### config.mk
export PLATFORM = sky130hd
export DESIGN_NAME = fetch_aligner
export DESIGN_NICKNAME = d
export VERILOG_FILES = /design/src/rtl/fetch_aligner.sv
export SDC_FILE = /design/constraint.sdc
export NUM_CORES = 1
export LEC_CHECK = 0
export CORE_MARGIN = 2
export CORE_UTILIZATION = 53
export CTS_BUF_LIST = sky130_fd_sc_hd__clkbuf_16
export DETAILED_ROUTE_END_ITERATION = 10
export PLACE_DENSITY = 0.79
export SETUP_SLACK_MARGIN = 0.05
export SYNTH_ARGS = -nofsm -noshare
export SYNTH_HDL_FRONTEND = slang
export SYNTH_SLANG_ARGS = --single-unit
### constraint.sdc
create_clock -name clk -period 4.37 [get_ports clk]
set_input_delay 0.437 -clock clk [delete_from_list [all_inputs] [get_ports clk]]
set_output_delay 0.437 -clock clk [all_outputs]
set_load 0.05 [all_outputs]
### src/rtl/fetch_aligner.sv
// fetch_aligner: IF-stage aligner turning word fetches into whole RV32 instructions for decode.
// Define FETCH_RVC_EN for compressed (16-bit) support; without it every fetched word is one 32-bit instruction.
module fetch_aligner #(
    parameter logic [31:0] RESET_PC = 32'h0000_0000
) (
    input  logic        clk,
    input  logic        rst,
    input  logic        stall,
    input  logic        redirect,
    input  logic [31:0] redirect_pc,
    output logic        imem_req,
    output logic [31:0] imem_addr,
    input  logic [31:0] imem_rdata,
    input  logic        imem_rvalid,
    output logic [31:0] instr,
    output logic [31:0] instr_pc,
    output logic        c_inst_flag,
    output logic        instr_valid
);
    logic [31:0] fetch_pc_q, fetch_pc_d;
    logic [31:0] resp_addr_q, resp_addr_d;
    logic [1:0]  inflight_q, inflight_d;
    logic [1:0]  discard_q, discard_d;
    logic [1:0]  fifo_count_q, fifo_count_d;
    logic        rd_ptr_q, rd_ptr_d;
    logic        wr_ptr_q, wr_ptr_d;
    logic [31:0] fifo_data_q [2];
    logic [31:0] fifo_addr_q [2];
    logic [31:0] instr_q, instr_d;
    logic [31:0] instr_pc_q, instr_pc_d;
    logic        c_inst_flag_q, c_inst_flag_d;
    logic        instr_valid_q, instr_valid_d;
`ifdef FETCH_RVC_EN
    logic [15:0] hbuf_q, hbuf_d;
    logic [31:0] hpc_q, hpc_d;
    logic        hvalid_q, hvalid_d;
    logic        skip_low_q, skip_low_d;
`endif
    logic        resp_ok, live, head_avail, load, pop, fifo_pop, push;
    logic [31:0] head_data, head_addr;
    logic [2:0]  occupancy;
    logic        unused_pc_bits;

    assign unused_pc_bits = ^redirect_pc[1:0];

    always_comb begin
        // Memory latency is exactly one cycle, so the responding word's address is the last request's.
        resp_ok    = imem_rvalid && (inflight_q != 2'd0);
        live       = resp_ok && (discard_q == 2'd0) && !redirect;
        head_avail = (fifo_count_q != 2'd0) || live;
        head_data  = (fifo_count_q != 2'd0) ? fifo_data_q[rd_ptr_q] : imem_rdata;
        head_addr  = (fifo_count_q != 2'd0) ? fifo_addr_q[rd_ptr_q] : resp_addr_q;
        load       = !instr_valid_q || !stall;

        pop           = 1'b0;
        instr_d       = instr_q;
        instr_pc_d    = instr_pc_q;
        c_inst_flag_d = c_inst_flag_q;
        instr_valid_d = instr_valid_q;
`ifdef FETCH_RVC_EN
        hbuf_d     = hbuf_q;
        hpc_d      = hpc_q;
        hvalid_d   = hvalid_q;
        skip_low_d = skip_low_q;
`endif

        if (load) begin
            instr_valid_d = 1'b0;
`ifdef FETCH_RVC_EN
            if (hvalid_q && (hbuf_q[1:0] != 2'b11)) begin
                instr_d       = {16'h0, hbuf_q};
                instr_pc_d    = hpc_q;
                c_inst_flag_d = 1'b1;
                instr_valid_d = 1'b1;
                hvalid_d      = 1'b0;
            end else if (hvalid_q && head_avail) begin
                instr_d       = {head_data[15:0], hbuf_q};
                instr_pc_d    = hpc_q;
                c_inst_flag_d = 1'b0;
                instr_valid_d = 1'b1;
                pop           = 1'b1;
                hbuf_d        = head_data[31:16];
                hpc_d         = head_addr + 32'd2;
            end else if (!hvalid_q && head_avail && skip_low_q) begin
                pop        = 1'b1;
                hbuf_d     = head_data[31:16];
                hvalid_d   = 1'b1;
                hpc_d      = head_addr + 32'd2;
                skip_low_d = 1'b0;
            end else if (!hvalid_q && head_avail && (head_data[1:0] != 2'b11)) begin
                instr_d       = {16'h0, head_data[15:0]};
                instr_pc_d    = head_addr;
                c_inst_flag_d = 1'b1;
                instr_valid_d = 1'b1;
                pop           = 1'b1;
                hbuf_d        = head_data[31:16];
                hvalid_d      = 1'b1;
                hpc_d         = head_addr + 32'd2;
            end else if (!hvalid_q && head_avail) begin
                instr_d       = head_data;
                instr_pc_d    = head_addr;
                c_inst_flag_d = 1'b0;
                instr_valid_d = 1'b1;
                pop           = 1'b1;
            end
`else
            if (head_avail) begin
                instr_d       = head_data;
                instr_pc_d    = head_addr;
                c_inst_flag_d = 1'b0;
                instr_valid_d = 1'b1;
                pop           = 1'b1;
            end
`endif
        end

        // A pop with an empty FIFO consumes the arriving word directly instead of storing it.
        fifo_pop     = pop && (fifo_count_q != 2'd0);
        push         = live && !(pop && (fifo_count_q == 2'd0));
        fifo_count_d = fifo_count_q + {1'b0, push} - {1'b0, fifo_pop};
        rd_ptr_d     = rd_ptr_q ^ fifo_pop;
        wr_ptr_d     = wr_ptr_q ^ push;

        occupancy   = {1'b0, fifo_count_q} + {1'b0, inflight_q} - {2'b00, pop};
        imem_req    = !rst && !redirect && (occupancy < 3'd2);
        imem_addr   = fetch_pc_q;
        fetch_pc_d  = imem_req ? (fetch_pc_q + 32'd4) : fetch_pc_q;
        resp_addr_d = imem_req ? fetch_pc_q : resp_addr_q;
        inflight_d  = inflight_q + {1'b0, imem_req} - {1'b0, resp_ok};
        discard_d   = (resp_ok && (discard_q != 2'd0)) ? (discard_q - 2'd1) : discard_q;

        if (redirect) begin
            fifo_count_d  = 2'd0;
            rd_ptr_d      = 1'b0;
            wr_ptr_d      = 1'b0;
            instr_valid_d = 1'b0;
            discard_d     = inflight_q - {1'b0, resp_ok};
            fetch_pc_d    = {redirect_pc[31:2], 2'b00};
`ifdef FETCH_RVC_EN
            hvalid_d   = 1'b0;
            skip_low_d = redirect_pc[1];
`endif
        end
    end

    always_ff @(posedge clk or posedge rst) begin
        if (rst) begin
            fetch_pc_q    <= {RESET_PC[31:2], 2'b00};
            resp_addr_q   <= 32'h0;
            inflight_q    <= 2'd0;
            discard_q     <= 2'd0;
            fifo_count_q  <= 2'd0;
            rd_ptr_q      <= 1'b0;
            wr_ptr_q      <= 1'b0;
            instr_q       <= 32'h0;
            instr_pc_q    <= 32'h0;
            c_inst_flag_q <= 1'b0;
            instr_valid_q <= 1'b0;
`ifdef FETCH_RVC_EN
            hbuf_q     <= 16'h0;
            hpc_q      <= 32'h0;
            hvalid_q   <= 1'b0;
            skip_low_q <= RESET_PC[1];
`endif
        end else begin
            fetch_pc_q    <= fetch_pc_d;
            resp_addr_q   <= resp_addr_d;
            inflight_q    <= inflight_d;
            discard_q     <= discard_d;
            fifo_count_q  <= fifo_count_d;
            rd_ptr_q      <= rd_ptr_d;
            wr_ptr_q      <= wr_ptr_d;
            instr_q       <= instr_d;
            instr_pc_q    <= instr_pc_d;
            c_inst_flag_q <= c_inst_flag_d;
            instr_valid_q <= instr_valid_d;
`ifdef FETCH_RVC_EN
            hbuf_q     <= hbuf_d;
            hpc_q      <= hpc_d;
            hvalid_q   <= hvalid_d;
            skip_low_q <= skip_low_d;
`endif
        end
    end

    always_ff @(posedge clk) begin
        if (push) begin
            fifo_data_q[wr_ptr_q] <= imem_rdata;
            fifo_addr_q[wr_ptr_q] <= resp_addr_q;
        end
    end

    assign instr       = instr_q;
    assign instr_pc    = instr_pc_q;
    assign c_inst_flag = c_inst_flag_q;
    assign instr_valid = instr_valid_q;
endmodule

* Word level (Yosys, flattened, before mapping) *
Memory sizes are Yosys's and may differ from the RTL's.
Cells that the tools add are included.

word-level totals
  register bits after elaboration = 137
  output and inout port bits = 99
  word-level logic and storage cells = 64
  memories = 2
  bits in writable memories = 128

operators by class
  $add $sub $neg = 9
  $lt $le $gt $ge = 1
  reductions and logical operators = 25
  bitwise logic cells = 2
  muxes and demuxes = 15

memories
  memory       words  bits a word  rd ports  clocked after Yosys merged registers in  write ports  RTL line  RTL
  fifo_addr_q  2      32           1         0                                        1            28        logic [31:0] fifo_addr_q [2];
  fifo_data_q  2      32           1         0                                        1            27        logic [31:0] fifo_data_q [2];

operator list
  operator                 number
  $mux W32                 4
  $add A32 B3 Y32 const B  1
  $reduce_bool A2 Y1       6
  $logic_and A1 B1 Y1      9
  $mux W1                  8
  $mux W2                  3
  $sub A2 B1 Y2            3
  $logic_not A1 Y1         5
  $add A2 B1 Y2            2
  $logic_not A2 Y1         2
  $add A2 B2 Y3            1
  $lt A3 B2 Y1 const B     1
  $sub A3 B1 Y3            1
  $logic_or A1 B1 Y1       2
  $reduce_and A2 Y1        1
  $sub A2 B1 Y2 const B    1
  $xor A1 B1 Y1            2

* Logic depth before layout (Yosys ltp) *
  word-level depth = 13
  mapped depth = 13
  gate-level depth less buffers = 12

* Worst setup path after synthesis *
Ideal clock, no wire load.

  kind = register -> register
  from = register discard_q[0]
  to = register resp_addr_q[6]
  buffers on the path = 2
  data required time = 4245 ps
  setup time = 125 ps
  stages on the path, launching flop included = 13
  data arrival time = 3116 ps
  period minus slack after synthesis = 3241 ps
  path slack = 1129 ps
  path through = dfrtp_1 > inv_1 > ha_1 > nor3b_1 > o31ai_4 > nor2_1 > o21ai_0 > fa_1 > nor2b_1 > and3_1 > clkbuf_1 > buf_2 > mux2_2

on the way
  longest elaborated chain between the ends = 9

ends and longest elaborated chain
  item                               RTL line  RTL
  start: declaration                 23        logic [1:0] discard_q, discard_d;
  start signal: assignment           169       discard_q <= discard_d;
  $logic_not A2 Y1                   49        live = resp_ok && (discard_q == 2'd0) && !redirect;
  $logic_and A1 B1 Y1 (2 in series)  49
  $logic_or A1 B1 Y1                 50        head_avail = (fifo_count_q != 2'd0) || live;
  $mux W1                            107       if (head_avail) begin
  $mux W1                            67        if (load) begin
  $sub A3 B1 Y3                      124       occupancy = {1'b0, fifo_count_q} + {1'b0, inflight_q} - {2'b00, pop};
  $lt A3 B2 Y1                       125       imem_req = !rst && !redirect && (occupancy < 3'd2);
  $logic_and A1 B1 Y1                125
  via imem_req                       11        output logic imem_req,
  end signal: assignment             167       resp_addr_q <= resp_addr_d;
  end: declaration                   21        logic [31:0] resp_addr_q, resp_addr_d;

The timed path passes the listed nets, and every way through them passes these cells.
A chain may end at the register's enable or synchronous reset.

* Final worst setup path *
  from = register discard_q[0]
  to = output port imem_req

on the way
  longest elaborated chain between the ends = 9

ends and longest elaborated chain
  item                               RTL line
  $logic_not A2 Y1                   49
  $logic_and A1 B1 Y1 (2 in series)  49
  $logic_or A1 B1 Y1                 50
  $mux W1                            107
  $mux W1                            67
  $sub A3 B1 Y3                      124
  $lt A3 B2 Y1                       125
  $logic_and A1 B1 Y1                125
  end: declaration                   11

Every way passes these cells.

==> reports/metrics.cfg <==
[detailed_routing]
drt_pre_antenna_iters=4
routedWlPerCell_um=18.53
remaining_drc_errors=0
ant_nets=0
routed_wl_um=21660
highest_layer=met4
m1WireLength_um=9638
wl_met3_um=1521
drtIter0Drc=400
vias=6463
vias_per_cell=5.529
wl_met2_um=10210

[cts]
post_cts_buffers=0
clkSlewWorstSetupHoldPaths_ns=0.06
root_buffer=clkbuf_16
cts_tree=built
htree_num_levels=1
cts.sink_count=255
numCtsBuffers=26
postCtsHoldBufs=0
clk_latency_ns=0.52
cts_resized=0
clockBufferDepth=3

[setup_path]
r2r_cells=12
rr_endpoint=imem_addr[28]$_DFFE_PP0P_
critical_path_class=reg2out
critPathMaxFanout=5
ff2ff_setup_slack_ns=0.86
end_kind=output port
crit_required_ns=3.93
startpoint_type=flip-flop
rr_startpoint=discard_q[0]$_DFFE_PP0P_
cp_data_arrival_time_ns=3.40

[global_route]
antenna_found_initial=0
grt_pass1_wl_um=34270
grt_use_total_pct=21.14
grt_pass1_vias=6463
grt_max_degree=90
overflow=0

[place]
place.gp.congestion=0.7642
hpwl_um=12870
port_buffers=160

[power]
powerDensity_nw_per_um2=718.2
ir_drop_mv=0.3314
total_power_mw=9.427
leakage_nw=4.994

[floorplan]
die_x_um=144.0
core_um2=19330
initial_core_util_pct=53.73
ios=168
dieArea_um2=20740
die_y_um=144.0
row_count=51

[logic_synthesis]
synth_top_family_by_area=multiplexers
muxShareOfSynthArea_pct=9.322
synth-compound-area-share_pct=8.154
async_reset_ff_share_pct=51.37
synth_enable_flop_cells=124
synth.distinct_cells=45
ys_ff_latch=255
ys.flop_type=dfrtp_1
netlist_area_um2=10390
ys_warn_count=0
syn_avg_cell_area_um2=14.27
synth-adder-area-share_pct=1.277
synth-simple-area-share_pct=7.780
postSynthCellCount=728
ys_seq_area_share_pct=67.40
synth-xor-area-share_pct=3.035

[timing]
relSlewSlack_pct=38.89
setup_violations=0
max_slew.worst_pin.slew_ns=0.9167
period_share_pct=87.70
fin_tns_setup_ns=0
max_freq_mhz=260.9
finalClockSkew_ns=0.008984
hold_viol_final=0
slew_violations=0
rsz0062_at_grt=no
period_minus_slack_ns=3.833

[finish]
drive_gt1_share_pct=11.28
nNetsFinal=963
area_delta_synth_final_pct=26.35
diodes=0

[hold_path]
min_from=redirect_pc[19]
holdPathEnd=imem_addr[19]$_DFFE_PP0P_
hp-class=in2reg
hold_depth=3

[run_status]
outcome=finished, final reports clean

[flow_run]
maxCapViolCount=0

[cells in the mapped netlist, drive strengths merged, types with 2 or more instances]
cell / number / share of area [%]
dlygate4sd1: 2 / 0.17
a221o: 62 / 6.0
buf: 20 / 1.3
dfrtp: 131 / 32
or3: 2 / 0.17
nor3: 9 / 0.43
mux2: 30 / 3.3
edfxtp: 124 / 36
nor3b: 2 / 0.14
nor2b: 2 / 0.12
xor2: 5 / 0.42
o21ai: 33 / 1.6
and2: 2 / 0.12
a21oi: 3 / 0.14
xnor2: 31 / 2.6
ha: 9 / 1.1
mux2i: 63 / 6.1
nand3: 9 / 0.48
inv: 19 / 0.69
and3: 4 / 0.24
clkbuf: 24 / 0.87
nor4: 8 / 0.98
and4: 3 / 0.25
nand4: 4 / 0.30
nand2: 41 / 1.5
nor2: 77 / 2.8
[layout by cell type, fill, tap and decap left out, drive strengths merged, types with 5 or more instances in the layout]
cell / Yosys / routed
nor2: 77 / 77
xor2: 5 / 5
ha: 9 / 9
a221o: 62 / 62
clkbuf: 24 / 27
clkdlybuf4s50: 0 / 158
conb: 1 / 5
mux2i: 63 / 63
edfxtp: 124 / 124
nor3: 9 / 9
nand2: 41 / 41
nor4: 8 / 8
xnor2: 31 / 31
o21ai: 33 / 33
clkinvlp: 0 / 6
inv: 19 / 21
nand3: 9 / 9
mux2: 30 / 30
clkinv: 0 / 9
dfrtp: 131 / 131
buf: 20 / 12
[area by class of cell]
class,instances,area (um2)
clock buffers,27,675.6
multi-input cells,412,3134
flip-flops and latches,255,7005
repair buffers,170,1682
well taps,265,331.6
clock inverters,21,221.5
inverters,19,76.32
fillers,1380,6208
[report_power, final]
| group | switching, mW | total, mW | internal, mW | leakage (nW) |
|---|---|---|---|---|
| Combinational | 2.10 | 3.51 | 1.42 | 1.83 |
| Clock | 0.913 | 2.28 | 1.36 | 0.429 |
| Sequential | 0.509 | 3.64 | 3.13 | 2.73 |
| Total | 3.52 | 9.43 | 5.91 | 4.99 |
[worst max-delay path, stage by stage, from the launching register on]
cell and delay (ns):
dfrtp_1 0.36, inv_1 0.10, ha_1 0.24, nor3b_1 0.50, o31ai_4 0.09, nor2_1 0.18
o21ai_0 0.16, fa_1 0.53, nor2b_1 0.20, and3_1 0.35, buf_12 0.18
[metal layers]
metal | up-vias | GRT usage, %
li1 | 2996 | -
met1 | 3214 | 30.38
met2 | 228 | 34.59
met3 | 25 | 3.576
met4 | 0 | 4.180
met5 | - | 0
[how the worst max path moves through the flow]
stage	from	to	slack [ns]	cells after the start
floorplan	rst	discard_q[0]$_DFFE_PP0P_	0.44	1
global placement	imem_rvalid	imem_addr[28]$_DFFE_PP0P_	0.56	12
detailed placement	imem_rvalid	resp_addr_q[27]$_DFFE_PP0P_	0.50	11
CTS	discard_q[0]$_DFFE_PP0P_	imem_req	0.55	10
global route	discard_q[0]$_DFFE_PP0P_	imem_req	0.30	10
finish	discard_q[0]$_DFFE_PP0P_	imem_req	0.54	10
[per-stage QoR]
step           cells  hold slack (ns)  cell area, um2  setup WS (ns)  utilization (%)
3_3_place_gp    1121           0.4731           12230         0.5630            63.25
4_1_cts         1169           0.4487           13130         0.5453            67.89
6_report        1169           0.4641           13130         0.5374            67.89
5_1_grt         1169           0.4705           13130         0.2998            67.89
3_5_place_dp    1121           0.4871           12230         0.5028            63.25
2_1_floorplan    732           0.4603           10400         0.4353                -
[sequential cells by signal, summed over array words and instances, names as in the netlist, 2 cells and up]
register      cells
discard_q         2
fifo_addr_q      60
fifo_count_q      2
fifo_data_q      64
imem_addr        30
inflight_q        2
instr            32
instr_pc         30
resp_addr_q      30
[kinds of logic after synthesis]
logic type / count (synthesis)
AO/OA/AOI/OAI: 102
XOR/XNOR: 36
adder cells (fa/ha/maj): 10
buffers and inverters: 65
flip-flops: 255
multiplexers: 93
other: 1
AND/OR/NAND/NOR: 166
(Power assumes the default switching activity.)
